### src/rtl/multicycle_control_fsm.sv
// Main sequencer for the multicycle RV32I core: steps each instruction through its phases,
// drives datapath selects/strobes, counts retired instructions and traps bad opcodes/memory hangs.
module multicycle_control_fsm #(
  parameter int CNT_W   = 32,
  parameter int TIMEOUT = 16
) (
  input  logic             clk,
  input  logic             reset,
  input  logic [6:0]       op,
  input  logic             mem_ready,
  output logic [1:0]       ALUOp,
  output logic [1:0]       ALUSrcA,
  output logic [1:0]       ALUSrcB,
  output logic [1:0]       ResultSrc,
  output logic             AdrSrc,
  output logic             IRWrite,
  output logic             PCUpdate,
  output logic             Branch,
  output logic             RegWrite,
  output logic             MemWrite,
  output logic             illegal,
  output logic [3:0]       state_o,
  output logic [CNT_W-1:0] instret_o
);

  // Handshake: a memory state (FETCH, MEMREAD, MEMWRITE) holds its request until the cycle in
  // which mem_ready is sampled high on the rising edge; that edge completes the access.
  typedef enum logic [3:0] {
    S_FETCH    = 4'd0,
    S_DECODE   = 4'd1,
    S_MEMADR   = 4'd2,
    S_MEMREAD  = 4'd3,
    S_MEMWB    = 4'd4,
    S_MEMWRITE = 4'd5,
    S_EXECR    = 4'd6,
    S_EXECI    = 4'd7,
    S_ALUWB    = 4'd8,
    S_JAL      = 4'd9,
    S_BEQ      = 4'd10,
    S_ERROR    = 4'd15
  } state_e;

  localparam logic [6:0] OP_LOAD  = 7'b0000011;
  localparam logic [6:0] OP_STORE = 7'b0100011;
  localparam logic [6:0] OP_RTYPE = 7'b0110011;
  localparam logic [6:0] OP_ITYPE = 7'b0010011;
  localparam logic [6:0] OP_JAL   = 7'b1101111;
  localparam logic [6:0] OP_BEQ   = 7'b1100011;

  localparam int              WD_W     = (TIMEOUT > 0) ? $clog2(TIMEOUT + 1) : 1;
  localparam logic [WD_W-1:0] WD_LIMIT = WD_W'(TIMEOUT);

  state_e           state_q, state_d;
  logic [WD_W-1:0]  wd_q, wd_d, wd_inc;
  logic [CNT_W-1:0] instret_q, instret_d;
  logic             illegal_q, illegal_d;
  logic             stalling, timeout_hit, retire;

  // Stall tracking: only the three memory states can wait on mem_ready.
  always_comb begin
    stalling    = (state_q == S_FETCH || state_q == S_MEMREAD || state_q == S_MEMWRITE) && !mem_ready;
    wd_inc      = wd_q + 1'b1;
    timeout_hit = (TIMEOUT != 0) && stalling && (wd_inc >= WD_LIMIT);
  end

  always_comb begin
    state_d = state_q;
    case (state_q)
      S_FETCH:    if (mem_ready) state_d = S_DECODE;
      S_DECODE: begin
        case (op)
          OP_LOAD, OP_STORE: state_d = S_MEMADR;
          OP_RTYPE:          state_d = S_EXECR;
          OP_ITYPE:          state_d = S_EXECI;
          OP_JAL:            state_d = S_JAL;
          OP_BEQ:            state_d = S_BEQ;
          default:           state_d = S_ERROR;
        endcase
      end
      S_MEMADR:   state_d = (op == OP_LOAD) ? S_MEMREAD : S_MEMWRITE;
      S_MEMREAD:  if (mem_ready) state_d = S_MEMWB;
      S_MEMWRITE: if (mem_ready) state_d = S_FETCH;
      S_EXECR:    state_d = S_ALUWB;
      S_EXECI:    state_d = S_ALUWB;
      S_MEMWB:    state_d = S_FETCH;
      S_ALUWB:    state_d = S_FETCH;
      S_JAL:      state_d = S_FETCH;
      S_BEQ:      state_d = S_FETCH;
      S_ERROR:    state_d = S_ERROR;
      default:    state_d = S_ERROR;
    endcase
    // A ready in the same cycle already cleared timeout_hit, so it wins over the watchdog.
    if (timeout_hit) state_d = S_ERROR;
  end

  // FETCH is only ever entered from a finishing state, so any entry retires an instruction.
  always_comb begin
    wd_d      = (TIMEOUT != 0 && stalling && state_d == state_q) ? wd_inc : '0;
    retire    = (state_d == S_FETCH) && (state_q != S_FETCH);
    instret_d = retire ? instret_q + CNT_W'(1) : instret_q;
    illegal_d = illegal_q | (state_d == S_ERROR);
  end

  always_ff @(posedge clk) begin
    if (reset) begin
      state_q   <= S_FETCH;
      wd_q      <= '0;
      instret_q <= '0;
      illegal_q <= 1'b0;
    end else begin
      state_q   <= state_d;
      wd_q      <= wd_d;
      instret_q <= instret_d;
      illegal_q <= illegal_d;
    end
  end

  always_comb begin
    ALUOp     = 2'b00;
    ALUSrcA   = 2'b00;
    ALUSrcB   = 2'b00;
    ResultSrc = 2'b00;
    AdrSrc    = 1'b0;
    IRWrite   = 1'b0;
    PCUpdate  = 1'b0;
    Branch    = 1'b0;
    RegWrite  = 1'b0;
    MemWrite  = 1'b0;
    case (state_q)
      S_FETCH: begin
        ALUSrcB   = 2'b10;
        ResultSrc = 2'b10;
        IRWrite   = mem_ready;
        PCUpdate  = mem_ready;
      end
      S_DECODE:   ALUSrcA = 2'b01;
      S_MEMADR:   ALUSrcA = 2'b10;
      S_MEMREAD:  AdrSrc = 1'b1;
      S_MEMWB: begin
        ResultSrc = 2'b01;
        RegWrite  = 1'b1;
      end
      S_MEMWRITE: begin
        AdrSrc   = 1'b1;
        MemWrite = 1'b1;
      end
      S_EXECR: begin
        ALUSrcA = 2'b10;
        ALUSrcB = 2'b01;
        ALUOp   = 2'b10;
      end
      S_EXECI: begin
        ALUSrcA = 2'b10;
        ALUOp   = 2'b10;
      end
      S_ALUWB:    RegWrite = 1'b1;
      S_JAL: begin
        ALUSrcA  = 2'b01;
        ALUSrcB  = 2'b10;
        PCUpdate = 1'b1;
      end
      S_BEQ: begin
        ALUSrcA = 2'b10;
        ALUSrcB = 2'b01;
        ALUOp   = 2'b01;
        Branch  = 1'b1;
      end
      default: ;
    endcase
    // Strobes are killed combinationally so an in-flight access cannot commit during reset.
    if (reset) begin
      IRWrite  = 1'b0;
      PCUpdate = 1'b0;
      Branch   = 1'b0;
      RegWrite = 1'b0;
      MemWrite = 1'b0;
    end
  end

  assign state_o   = state_q;
  assign instret_o = instret_q;
  assign illegal   = illegal_q;

endmodule
### config.mk
export PLATFORM = sky130hd
export DESIGN_NAME = multicycle_control_fsm
export DESIGN_NICKNAME = d
export VERILOG_FILES = /design/src/rtl/multicycle_control_fsm.sv
export SDC_FILE = /design/constraint.sdc
export NUM_CORES = 1
export LEC_CHECK = 0
export CORE_UTILIZATION = 31
export DETAILED_ROUTE_END_ITERATION = 12
export DONT_BUFFER_PORTS = 1
export PLACE_DENSITY = 0.48
export SKIP_LAST_GASP = 1
export SYNTH_ARGS = -nofsm -noshare
export SYNTH_HDL_FRONTEND = slang
export SYNTH_SLANG_ARGS = --single-unit
export TNS_END_PERCENT = 50
### constraint.sdc
create_clock -name clk -period 2.13 [get_ports clk]
set_input_delay 0.3195 -clock clk [delete_from_list [all_inputs] [get_ports clk]]
set_output_delay 0.3195 -clock clk [all_outputs]
set_load 0.05 [all_outputs]
==> impl_metrics.ini <==
[run_status]
status = finished, violations left
violations = negative setup slack

[yosys]
synth.distinct_cells = 55
synthCells = 319
ys_warn_count = 0
ys_ff_latch = 42
synth_top_area_share_pct = 31.9
ys_top_cells_by_area = dfxtp_1 32%, o31ai_1 7.1%, or4_1 7.1%
synth_fp_nets = 331
avgSynthCellArea_um2 = 8.26
ys_async_sr_fraction_pct = 0
synthTopCellsByCount = 42 x dfxtp_1, 34 x a21oi_1, 25 x o31ai_1, 25 x or4_1, 21 x nor2_1
synth-edff-count = 0
synth_ff_type = dfxtp_1
yosysMostFrequentCell = dfxtp_1
netlist_area_um2 = 2630
yosysTopAreaCell = dfxtp_1
synth_seq_area_share_pct = 31.9

[pwr]
pwr-share-comb_pct = 64.8
pwr-share-clk_pct = 12.5
p_switching_mw = 2.11
p_leak_nw = 1.34
power.internal_mw = 2.29
p_per_area_nw_per_um2 = 1180
peakVddDrop_v = 0.000476
swShare_pct = 47.9
seq_power_share_pct = 22.7

[setup_path]
crit_buf_inv = 1
timing.rr.start = wd_q[1]
slowest_stage = or4_1
cp_top_family = compound AO/OA/AOI/OAI gates
cp_cell_sequence = ha_4 -> nand3_2 -> mux2i_4 -> o221ai_2 -> a311o_2 -> buf_12 -> or4_1 -> a21oi_2
cp-end-kind = register
crit_type = reg2reg
cp-startpoint = wd_q[1]
worst_setup_path_start_kind = register
max_stage_delay_ns = 0.52
worst_ep_required_time_ns = 2.36
crit_arrival_ns = 2.52
path_max_fanout = 13

[route]
routedWlPerCell_um = 16.1
totalWireLength_um = 8200
drc = 0
vias = 2800
ant_nets = 0
viasPerCell = 5.50
firstDrtPassIters = 4
drt_iter0_markers = 94

[global_routing]
grt_max_degree = 44
antenna_found_initial = 0
first_global_vias = 2491
overflow = 0
grt.total_usage_pct = 17.9
grt_pass1_wl_um = 12400

[timing]
timing.final.crit_share_pct = 107
rsz0062_at_grt = true
skew_ns = 0.00627
hold_viol = 0
slew_headroom_pct = 58.9
fmax_mhz = 438
finalSetupViolations = 31
timing.final.ws_setup_ns = -0.152
finalMaxSlewViolations = 0
worst_slew_pin_slew_ns = 0.610
fin_crit_ns = 2.28

[finish]
drive_gt1_share_pct = 40.6
fin_cells = 509
layout.nets = 415
syn_to_final_growth_pct = 41.3
antenna_cells = 0

[place]
dpl.hpwl_um = 5680
io_buffers = 0
place_ws_ns = -0.206
dp.cells = 495
place_congestion = 0.835

[floorplan]
start_util_pct = 32.1
io-pin-count = 61
die_area_um2 = 8870
core_um2 = 8220
num_rows = 33
die_x_um = 94.2
chipHeight_um = 94.2

[cts]
cts_buffers = 5
path_clk_slew_ns = 0.08
cts_tree = built
htreeDepth = 2
clock_sinks = 42
clock_path_buffers = 2
clock-root-buffer = clkbuf_8
clk_latency_ns = 0.30
holdBufCountCts = 0

[min_path]
worstHoldPathType = in2reg
hp-start = reset

[flow_run]
maxCapViolations = 0
-- power by group through the flow --
stage / sequential, mW / clock (mW) / combinational, mW
finish: 0.999 / 0.548 / 2.85
global route: 1.01 / 0.585 / 3.04
CTS: 0.999 / 0.562 / 2.61
detailed placement: 1.01 / 0 / 2.55
global placement: 1.01 / 0 / 2.52
floorplan: 1.12 / 0 / 1.57
-- worst paths after layout --
check,endpoint,slack (ns),cells past startpoint
max,instret_o[31],-0.15,8
max reg2reg,instret_o[31],-0.15,8
min reg2reg,instret_o[11],0.51,2
min,instret_o[4],0.08,1
-- cell families after synthesis --
logic type	Yosys count	share of synthesized area (%)
AOI/OAI and AO/OA	85	21.9
xor gates and xnor gates	3	0.998
adders and majority gates	2	0.950
buffers and inverters	31	6.32
DFF	42	31.9
muxes	4	2.09
other	1	0.142
and+or+nand+nor	151	35.7
-- placed cells by master (no fill, tap or decap), types with 7 or more instances in the layout --
cell     netlist  routed
nor2_1        21      20
a21oi_1       34      28
nand3_1       14      14
nand2_1       17      17
or4_1         25      24
nand4_1       11      11
o21ai_0        7       7
dfxtp_2        0       9
o31ai_1       25      23
buf_4          2      93
dfxtp_4        0       8
nor3_1        10       9
dfxtp_1       42      25
-- registers in the layout, indices dropped and copies added, names as in the netlist --
signal	count
state_o	4
illegal	1
wd_q	5
instret_o	32
-- cell type report --
type	instances	area (um^2)
clock inverter	1	5.00
multi-input combinational	246	1750
fill	834	4490
inverter	9	42.5
tap	105	131
clock buffer	7	86.3
timing repair buffer	99	828
sequential	42	882
-- layer usage --
metal / up-vias / track usage [%] / routed length, um
met5: - / 0 / 0
met4: 0 / 3.08 / 48
met3: 6 / 4.29 / 444
met2: 62 / 27.5 / 3740
met1: 1334 / 25.3 / 3960
li1: 1398 / - / -
-- per-stage QoR --
step / area (um^2) / hold WS [ns] / setup TNS [ns] / utilization, % / total power [mW]
floorplan: 2740 / 0.420 / -1.70 / - / 2.69
global placement: 3480 / 0.390 / -2.83 / 42.4 / 3.53
detailed placement: 3480 / 0.391 / -4.17 / 42.4 / 3.57
CTS: 3610 / 0.0734 / -2.60 / 43.9 / 4.17
global route: 3720 / 0.0639 / -6.31 / 45.3 / 4.64
finish: 3720 / 0.0791 / -3.36 / 45.3 / 4.40
-- what timing repair did --
item | 4_1_cts | 5_1_grt
setup endpoints to repair | 31 | 37
gates cloned | 0 | 2
pin swaps | 1 | 7
buffers inserted | 2 | 2
gates resized for setup | 3 | 11
Power figures use the tool's default switching activity.
